`src/rtl/isp_blc.sv`:
```
// Black-level correction and per-channel linearization for raw Bayer data.
// Two-stage pipeline; configuration is shadowed at frame start, bypass until first frame.
module isp_blc #(
   parameter int BITS      = 12,
   parameter int GAIN_FRAC = 12
) (
   input  logic            pclk,
   input  logic            rst,
   input  logic [1:0]      bayer,
   input  logic            blc_en,
   input  logic            linear_en,
   input  logic [BITS-1:0] black_r,
   input  logic [BITS-1:0] black_gr,
   input  logic [BITS-1:0] black_gb,
   input  logic [BITS-1:0] black_b,
   input  logic [15:0]     gain_r,
   input  logic [15:0]     gain_gr,
   input  logic [15:0]     gain_gb,
   input  logic [15:0]     gain_b,
   input  logic            in_href,
   input  logic            in_vsync,
   input  logic [BITS-1:0] in_data,
   output logic            out_href,
   output logic            out_vsync,
   output logic [BITS-1:0] out_data
);

   localparam int PW = BITS + 16;
   localparam logic [PW-1:0] RND = {{(PW-1){1'b0}}, 1'b1} << (GAIN_FRAC - 1);

   // Fixed-point gain with round-half-up and saturation to full scale.
   function automatic logic [BITS-1:0] apply_gain(input logic [BITS-1:0] d,
                                                  input logic [15:0]     g);
      logic [PW-1:0] prod;
      logic [PW-1:0] shr;
      prod = PW'(d) * PW'(g) + RND;
      shr  = prod >> GAIN_FRAC;
      if (|shr[PW-1:BITS]) begin
         apply_gain = {BITS{1'b1}};
      end else begin
         apply_gain = shr[BITS-1:0];
      end
   endfunction

   logic                      prev_vsync_q;
   logic                      prev_href_q;
   logic                      frame_start_s;
   logic                      line_end_s;
   logic                      armed_q, armed_d;
   logic                      col_par_q, col_par_d;
   logic                      row_par_q, row_par_d;
   logic                      row_cur_s;
   logic [1:0]                bayer_q, bayer_d;
   logic                      blc_en_q, blc_en_d;
   logic                      lin_en_q, lin_en_d;
   logic [3:0][BITS-1:0]      black_q, black_d, black_in_s;
   logic [3:0][15:0]          gain_q, gain_d, gain_in_s;
   logic [1:0]                chan_s;
   logic [BITS-1:0]           black_sel_s;
   logic [15:0]               gain_sel_s;
   logic [BITS-1:0]           s1_data_q, s1_data_d;
   logic [15:0]               s1_gain_q, s1_gain_d;
   logic                      s1_lin_q, s1_lin_d;
   logic                      s1_href_q;
   logic                      s1_vsync_q;
   logic [BITS-1:0]           out_data_q, out_data_d;
   logic                      out_href_q;
   logic                      out_vsync_q;

   assign black_in_s    = {black_b, black_gb, black_gr, black_r};
   assign gain_in_s     = {gain_b, gain_gb, gain_gr, gain_r};
   assign frame_start_s = prev_vsync_q & ~in_vsync;
   assign line_end_s    = prev_href_q & ~in_href;

   // Shadow configuration and armed flag; the _d values are what the current pixel sees.
   always_comb begin
      bayer_d  = bayer_q;
      blc_en_d = blc_en_q;
      lin_en_d = lin_en_q;
      black_d  = black_q;
      gain_d   = gain_q;
      if (frame_start_s) begin
         bayer_d  = bayer;
         blc_en_d = blc_en;
         lin_en_d = linear_en;
         black_d  = black_in_s;
         gain_d   = gain_in_s;
      end else begin
         bayer_d  = bayer_q;
         blc_en_d = blc_en_q;
         lin_en_d = lin_en_q;
         black_d  = black_q;
         gain_d   = gain_q;
      end
      armed_d = armed_q | frame_start_s;
   end

   // Bayer phase tracking; frame start overrides a coincident line end.
   always_comb begin
      col_par_d = 1'b0;
      row_par_d = row_par_q;
      row_cur_s = row_par_q;
      if (in_href) begin
         col_par_d = ~col_par_q;
      end else begin
         col_par_d = 1'b0;
      end
      if (frame_start_s) begin
         row_cur_s = 1'b0;
         row_par_d = 1'b0;
      end else if (line_end_s) begin
         row_cur_s = row_par_q;
         row_par_d = ~row_par_q;
      end else begin
         row_cur_s = row_par_q;
         row_par_d = row_par_q;
      end
   end

   assign chan_s      = {row_cur_s, col_par_q} ^ bayer_d;
   assign black_sel_s = black_d[chan_s];
   assign gain_sel_s  = gain_d[chan_s];

   // Stage 1: black-level subtraction clamped at zero.
   always_comb begin
      s1_data_d = in_data;
      if (armed_d && blc_en_d) begin
         if (in_data > black_sel_s) begin
            s1_data_d = in_data - black_sel_s;
         end else begin
            s1_data_d = {BITS{1'b0}};
         end
      end else begin
         s1_data_d = in_data;
      end
      s1_gain_d = gain_sel_s;
      s1_lin_d  = armed_d & lin_en_d;
   end

   // Stage 2: optional linearization gain, output blanked outside href.
   always_comb begin
      out_data_d = {BITS{1'b0}};
      if (!s1_href_q) begin
         out_data_d = {BITS{1'b0}};
      end else if (s1_lin_q) begin
         out_data_d = apply_gain(s1_data_q, s1_gain_q);
      end else begin
         out_data_d = s1_data_q;
      end
   end

   // State and pipeline registers.
   always_ff @(posedge pclk) begin
      if (rst) begin
         prev_vsync_q <= 1'b0;
         prev_href_q  <= 1'b0;
         armed_q      <= 1'b0;
         col_par_q    <= 1'b0;
         row_par_q    <= 1'b0;
         bayer_q      <= 2'b00;
         blc_en_q     <= 1'b0;
         lin_en_q     <= 1'b0;
         black_q      <= {(4*BITS){1'b0}};
         gain_q       <= {64{1'b0}};
         s1_data_q    <= {BITS{1'b0}};
         s1_gain_q    <= 16'h0000;
         s1_lin_q     <= 1'b0;
         s1_href_q    <= 1'b0;
         s1_vsync_q   <= 1'b0;
         out_data_q   <= {BITS{1'b0}};
         out_href_q   <= 1'b0;
         out_vsync_q  <= 1'b0;
      end else begin
         prev_vsync_q <= in_vsync;
         prev_href_q  <= in_href;
         armed_q      <= armed_d;
         col_par_q    <= col_par_d;
         row_par_q    <= row_par_d;
         bayer_q      <= bayer_d;
         blc_en_q     <= blc_en_d;
         lin_en_q     <= lin_en_d;
         black_q      <= black_d;
         gain_q       <= gain_d;
         s1_data_q    <= s1_data_d;
         s1_gain_q    <= s1_gain_d;
         s1_lin_q     <= s1_lin_d;
         s1_href_q    <= in_href;
         s1_vsync_q   <= in_vsync;
         out_data_q   <= out_data_d;
         out_href_q   <= s1_href_q;
         out_vsync_q  <= s1_vsync_q;
      end
   end

   assign out_href  = out_href_q;
   assign out_vsync = out_vsync_q;
   assign out_data  = out_data_q;

endmodule

```
`config.mk`:
```
export PLATFORM = sky130hd
export DESIGN_NAME = isp_blc
export DESIGN_NICKNAME = d
export VERILOG_FILES = /design/src/rtl/isp_blc.sv
export SDC_FILE = /design/constraint.sdc
export NUM_CORES = 1
export LEC_CHECK = 0
export ABC_CLOCK_PERIOD_IN_PS = 6050
export BUFFER_PORTS_ARGS = -buffer_cell sky130_fd_sc_hd__buf_2
export CORE_ASPECT_RATIO = 1.25
export CORE_MARGIN = 3
export CORE_UTILIZATION = 55
export DETAILED_ROUTE_END_ITERATION = 8
export PLACE_DENSITY = 0.8
export SETUP_SLACK_MARGIN = 0.05
export SLEW_MARGIN = 20
export SYNTH_ARGS = -nofsm -noshare
export SYNTH_HDL_FRONTEND = slang
export SYNTH_SLANG_ARGS = --single-unit
```
`constraint.sdc`:
```
create_clock -name pclk -period 6.05 [get_ports pclk]
set_clock_uncertainty 0.1 [all_clocks]
set_input_delay 1.21 -clock pclk [delete_from_list [all_inputs] [get_ports pclk]]
set_output_delay 1.21 -clock pclk [all_outputs]
set_load 0.1 [all_outputs]
```
==> results.sh, run 1 <==
export IMPL_yosys_area_top_type="dfxtp_1"
export IMPL_dp_slack_ns=0.120
export IMPL_grt_first_pass_wirelength_um=55100
export IMPL_synth_cell_area_um2=13900
export IMPL_peakVddDrop_v=0.000185
export IMPL_synth_warning_count=0
export IMPL_critical_path_reg2reg_startpoint="s1_gain_q[8]"
export IMPL_area_growth_synth_to_final_pct=11.6
export IMPL_placed_cell_areas_um2=14800
export IMPL_numPortBuffers=145
export IMPL_boundaryPins=146
export IMPL_slew_violations=0
export IMPL_vias_in_the_first_global_route=11649
export IMPL_worstSetupStartpointType="flip-flop"
export IMPL_finalHoldViolations=0
export IMPL_drt_wl_total_um=32800
export IMPL_critical_path_max_fanout=12
export IMPL_r2r_worst_path_cells=17
export IMPL_clock_insertion_delay_worst_skew_ns=0.43
export IMPL_run_status="complete, no violations"
export IMPL_ys_async_sr_fraction_pct=0
export IMPL_finalSetupTns_ns=0
export IMPL_clock_period_minus_worst_slack_ns=5.74
export IMPL_die_h_um=183
export IMPL_start_util_pct=56.2
export IMPL_htree_num_levels=4
export IMPL_rsz0062_at_grt="no"
export IMPL_synth_sequential_area_ratio_pct=23.7
export IMPL_setup_viol=0
export IMPL_yosys_top_cells_area="dfxtp_1 (24%), fa_1 (20%), nand2_1 (9.8%)"
export IMPL_detail_route_iter0_violations=754
export IMPL_slew_limit_headroom_pct=25.1
export IMPL_cts_hold_fix_buffers=0
export IMPL_drive_above_1_share_pct=15.7
export IMPL_cts_tree="yes"
export IMPL_post_synth_edffs=0
export IMPL_viasPerCell=5.61
export IMPL_num_nets_final=2030
export IMPL_synth_area_per_cell_um2=8.81
export IMPL_number_of_instances_in_the_synthesized_netlist=1574
export IMPL_holdCritPathClass="flip-flop to flip-flop"
export IMPL_synth_top_area_share_pct=23.7
export IMPL_dp_cells=1981
export IMPL_maxCapViolCount=0
export IMPL_tritoncts_num_buffers=17
export IMPL_critical_path_arrival_ns=5.96
export IMPL_syn_nets=1934
export IMPL_hpwlAfterDp_um=24600
export IMPL_max_freq_ghz=0.174
export IMPL_timing_critical_path_to="out_data[3]"
export IMPL_critPathCaptureType="flip-flop"
export IMPL_antenna_found_initial=3
export IMPL_post_drt_wl_per_cell_um=16.3
export IMPL_launch_point_of_the_worst_path="s1_gain_q[8]"
export IMPL_synth_seq_cells=164
export IMPL_timing_setup_critical_path_class="flip-flop to flip-flop"
export IMPL_power_per_cell_area_nw_per_um2=183
export IMPL_critical_path_slowest_cell="dfxtp_1"
export IMPL_antennaDiodeCount=0
export IMPL_finalInstanceArea_um2=15500
export IMPL_cts_sink_count=164
export IMPL_fp_dieW_um=148
export IMPL_clockRootBuffer="clkbuf_16"
export IMPL_gr_total_overflow=0
export IMPL_core_area_um2=24700
export IMPL_worst_path_most_repeated_cell="fa_1"
export IMPL_gp_routability_congestion=0.961
export IMPL_fillers=2055
export IMPL_cts_clk_slew_worst_paths_ns=0.07
export IMPL_reg2reg_setup_slack_ns=0.31
export IMPL_num_vias=11300
export IMPL_final_critical_path_setup_slack_ns=0.309
export IMPL_design_die_area_um2=27200
export IMPL_drtAntennaViolNets=0
export IMPL_synthMostInstantiatedCell="nand2_1"
export IMPL_synth_flop_cell="dfxtp_1"
export IMPL_clk_path_buf_depth=2
export IMPL_grt_total_usage_pct=24.8
export IMPL_synth_cells_most_frequent="nand2_1 (361), inv_1 (191), dfxtp_1 (164)"
export IMPL_crit_required_ns=6.26
export IMPL_first_pass_iters=5
export IMPL_leakage_power_nw=7.09
export IMPL_r2r_end="out_data[3]"
export IMPL_worst_slew_pin_transition_ns=1.12
export IMPL_largest_net_degree_at_the_start_of_global_routing=105
export IMPL_worstPathCellList="nand2_1, fa_1, fa_1, inv_1, fa_1, fa_1, inv_1, fa_1, inv_1, ha_1, and3_1, nand3_1, o211a_1, a311oi_2, and3_1, o221ai_4, o221a_1"
export IMPL_remaining_drc_errors=0
export IMPL_finish_cell_count_without_fillers=2013
export IMPL_rows=64
export IMPL_post_route_period_util_pct=94.9
export IMPL_synth_cell_types=56
export IMPL_max_stage_delay_ns=0.63
## metal layers
layer | share of wire, % | up-vias | global-route usage [%]
met4 | 4.0 | 6 | 10.4
li1 | - | 5291 | -
met1 | 39 | 5442 | 30.4
met3 | 6.8 | 103 | 4.83
met5 | 0.067 | - | 0
met2 | 50 | 458 | 42.8
## power breakdown
part           total [mW]  leakage, nW  internal, mW  switching [mW]
Combinational       0.563         5.46         0.243           0.320
Clock                1.10        0.294         0.567           0.531
Sequential           1.17         1.34          1.12          0.0544
Total                2.83         7.09          1.93           0.905
## worst min-delay path by stage
stage             endpoint  cells after the start  slack (ns)         from
2_1_floorplan    col_par_q                      1        0.31    col_par_q
3_3_place_gp   black_q[25]                      2        0.34  black_q[25]
3_5_place_dp    gain_q[38]                      2        0.35   gain_q[38]
4_1_cts        black_q[13]                      2        0.36  black_q[13]
5_1_grt         gain_q[24]                      2        0.37   gain_q[24]
6_report        gain_q[17]                      2        0.35   gain_q[17]
## cells by family after synthesis
group | after synthesis | share of synthesized area, %
and+or+nand+nor | 540 | 16.9
buffers and inverters | 288 | 8.12
adders and majority gates | 228 | 28.2
AOI/OAI and AO/OA | 213 | 9.52
DFF | 164 | 23.7
muxes | 116 | 12.0
xor gates and xnor gates | 25 | 1.63
## metrics by stage
step | total power, mW | util (%) | hold slack, ns
floorplan | 1.58 | - | 0.313
global placement | 1.74 | 60.2 | 0.338
detailed placement | 1.75 | 60.2 | 0.346
CTS | 2.84 | 62.6 | 0.357
global route | 2.97 | 62.7 | 0.371
finish | 2.83 | 62.7 | 0.354
## registers in the layout, indices dropped and copies added (netlist names), 2 cells and up
name,flops
gain_q,64
black_q,48
s1_gain_q,16
out_data,12
s1_data_q,12
bayer_q,2
## critical path: cells and delay by family (launching register included)
kind | cells | cell delay [ns]
flip-flops | 1 | 0.63
AO/OA/AOI/OAI | 4 | 1.12
buffers and inverters | 3 | 0.16
AND/OR/NAND/NOR | 4 | 0.75
adder cells (fa/ha/maj) | 6 | 2.86
## placed cells by master, fill, tap and decap left out, drive strengths merged, types with 7 or more instances in the layout
master and count:
nand3 12, buf 174, a211oi 7, inv 197, and3 8, nand2 361, nor2b 10, o21ai 17
mux4 40, nor3 10, fa 140, dfxtp 164, o221a 12, xnor2 17, ha 88, mux2i 76
clkinv 8, a21oi 135, xor2 8, and2 78, nor2 46, clkbuf 18
## layout make-up
cell class / instances / area, µm² / share of cell area (%)
inverters: 191 / 717 / 4.63
flip-flops and latches: 164 / 3290 / 21.3
multi-input cells: 1122 / 9500 / 61.4
repair buffers: 174 / 950 / 6.14
clock inverters: 14 / 163 / 1.05
clock buffers: 18 / 439 / 2.84
well taps: 330 / 413 / 2.67
## repair_timing
item                                    in CTS  in global routing
endpoints found under the setup margin       0                 12
gates resized for setup                      0                  9
setup buffers                                0                  0
Power figures use the tool's default switching activity.
==> run 2: changes to the inputs <==
--- a/config.mk
+++ b/config.mk
@@ -7,11 +7,13 @@
 export LEC_CHECK = 0
 export ABC_CLOCK_PERIOD_IN_PS = 6050
 export BUFFER_PORTS_ARGS = -buffer_cell sky130_fd_sc_hd__buf_2
-export CORE_ASPECT_RATIO = 1.25
+export CELL_PAD_IN_SITES_DETAIL_PLACEMENT = 0
+export CELL_PAD_IN_SITES_GLOBAL_PLACEMENT = 1
+export CORE_ASPECT_RATIO = 1.1
 export CORE_MARGIN = 3
-export CORE_UTILIZATION = 55
+export CORE_UTILIZATION = 46
 export DETAILED_ROUTE_END_ITERATION = 8
-export PLACE_DENSITY = 0.8
+export PLACE_DENSITY = 0.86
 export SETUP_SLACK_MARGIN = 0.05
 export SLEW_MARGIN = 20
 export SYNTH_ARGS = -nofsm -noshare
==> results.sh, run 2 (same netlist as run 1, synthesis figures left out) <==
export IMPL_clockRootBuffer="clkbuf_16"
export IMPL_fp_dieW_um=172
export IMPL_htree_num_levels=4
export IMPL_post_route_util_pct=53.0
export IMPL_start_util_pct=46.8
export IMPL_cts_hold_fix_buffers=0
export IMPL_maxCapViolCount=0
export IMPL_vias_in_the_first_global_route=11306
export IMPL_antenna_found_initial=9
export IMPL_worstPathCellList="buf_4, and2_1, fa_1, inv_1, fa_1, fa_1, inv_1, fa_1, inv_1, fa_1, inv_1, ha_1, o2111a_1, nand3_1, o211a_1, a311oi_4, and3_1, o221ai_4, o221a_1"
export IMPL_run_status="complete, no violations"
export IMPL_most_heavily_used_metal_layer_in_global_routing="met2"
export IMPL_setup_viol=0
export IMPL_clock_insertion_delay_worst_skew_ns=0.44
export IMPL_slew_limit_headroom_pct=31.0
export IMPL_core_area_um2=29600
export IMPL_largest_register_ff_count=64
export IMPL_crit_required_ns=6.27
export IMPL_num_nets_final=2051
export IMPL_critical_path_slowest_cell="fa_1"
export IMPL_boundaryPins=146
export IMPL_gr_total_overflow=0
export IMPL_finalHoldViolations=0
export IMPL_critical_path_arrival_ns=5.95
export IMPL_worst_slew_pin_transition_ns=1.03
export IMPL_grt_first_pass_wirelength_um=56000
export IMPL_first_pass_iters=7
export IMPL_critical_path_max_fanout=12
export IMPL_die_h_um=188
export IMPL_rsz0062_at_grt="no"
export IMPL_timing_critical_path_to="out_data[6]"
export IMPL_hpwlAfterDp_um=26300
export IMPL_leakage_power_nw=7.21
export IMPL_post_drt_wl_per_cell_um=16.3
export IMPL_design_die_area_um2=32300
export IMPL_cts_post_setup_buffers_inserted=0
export IMPL_num_vias=11030
export IMPL_worstSetupStartpointType="flip-flop"
export IMPL_top_regs="gain_q: 64 flops, black_q: 48 flops, s1_gain_q: 16 flops"
export IMPL_holdCritPathClass="flip-flop to flip-flop"
export IMPL_detail_route_iter0_violations=787
export IMPL_critical_path_reg2reg_startpoint="s1_data_q[0]"
export IMPL_grt_met1_usage_pct=29.0
export IMPL_largest_register="gain_q"
export IMPL_max_stage_delay_ns=0.56
export IMPL_remaining_drc_errors=0
export IMPL_global_route_usage_met2_pct=35.0
export IMPL_drt_wl_total_um=33800
export IMPL_post_route_period_util_pct=94.8
export IMPL_cts_sink_count=164
export IMPL_max_freq_ghz=0.174
export IMPL_cts_tree="yes"
export IMPL_global_route_usage_met3_pct=5.12
export IMPL_power_per_cell_area_nw_per_um2=181
export IMPL_numPortBuffers=145
export IMPL_viasPerCell=5.30
export IMPL_r2r_worst_path_cells=19
export IMPL_finalSetupTns_ns=0
export IMPL_clk_path_buf_depth=2
export IMPL_clock_period_minus_worst_slack_ns=5.73
export IMPL_worst_path_most_repeated_cell="fa_1"
export IMPL_r2r_end="out_data[6]"
export IMPL_grt_total_usage_pct=21.5
export IMPL_tritoncts_num_buffers=17
export IMPL_cts_clk_slew_worst_paths_ns=0.07
export IMPL_largest_net_degree_at_the_start_of_global_routing=96
export IMPL_drtAntennaViolNets=0
export IMPL_gp_routability_congestion=0.881
export IMPL_drive_above_1_share_pct=16.7
export IMPL_peakVddDrop_v=0.000164
export IMPL_area_growth_synth_to_final_pct=13.4
export IMPL_slew_violations=0
export IMPL_reg2reg_setup_slack_ns=0.32
export IMPL_layout_cells_most_common_list="nand2_1 (361), inv_1 (191), dfxtp_1 (157), buf_2 (144), fa_1 (140)"
export IMPL_timing_setup_critical_path_class="flip-flop to flip-flop"
export IMPL_critPathCaptureType="flip-flop"
export IMPL_mostFrequentLayoutCell="nand2_1"
export IMPL_launch_point_of_the_worst_path="s1_data_q[0]"
export IMPL_rows=66
[run 2: what timing repair did]
item                       in CTS  in global routing
hold endpoints to repair        0                  0
setup endpoints to repair       0                 12
resized for setup               0                  9
[run 2: layer usage]
metal	vias to the layer above	part of all wire (%)	wire (µm)
li1	5347	-	-
met1	5311	44	14900
met2	296	47	16100
met3	60	6.5	2180
met4	16	1.9	628
met5	-	0.27	92
[run 2: cell type report]
type                       count  area (µm²)
antenna                        3        7.51
clock buffer                  18         429
clock inverter                14         159
fill                        2794       13900
inverter                     191         717
multi-input combinational   1122        9510
sequential                   164        3290
tap                          374         468
timing repair buffer         195        1130
[run 2: report_power, final]
part / switching (mW) / internal (mW)
clock: 0.501 / 0.588
combinational: 0.338 / 0.257
sequential: 0.0413 / 1.12
[run 2: metrics by stage]
stage | setup WS [ns] | hold WS, ns | power (mW) | cell area [µm²] | cells
finish | 0.316 | 0.351 | 2.84 | 15700 | 2081
global route | 0.0534 | 0.374 | 2.98 | 15700 | 2079
CTS | 0.143 | 0.354 | 2.87 | 15700 | 2078
detailed placement | 0.187 | 0.344 | 1.78 | 15100 | 2046
global placement | 0.315 | 0.340 | 1.77 | 15100 | 2046
floorplan | 0.515 | 0.313 | 1.58 | 13900 | 1574
[run 2: worst max-delay path: cells and delay by family (launching register included)]
family | cells | cell delay, ns
adder cells (fa/ha/maj) | 6 | 2.79
AO/OA/AOI/OAI | 5 | 1.38
buffers and inverters | 5 | 0.44
flip-flops | 1 | 0.40
AND/OR/NAND/NOR | 3 | 0.53
[run 2: how the worst min path moves through the flow]
stage,endpoint,slack [ns],startpoint,cells past startpoint
floorplan,col_par_q,0.31,col_par_q,1
global placement,black_q[24],0.34,black_q[24],2
detailed placement,black_q[47],0.34,black_q[47],2
CTS,black_q[47],0.35,black_q[47],2
global route,black_q[0],0.37,black_q[0],2
finish,black_q[47],0.35,black_q[47],2
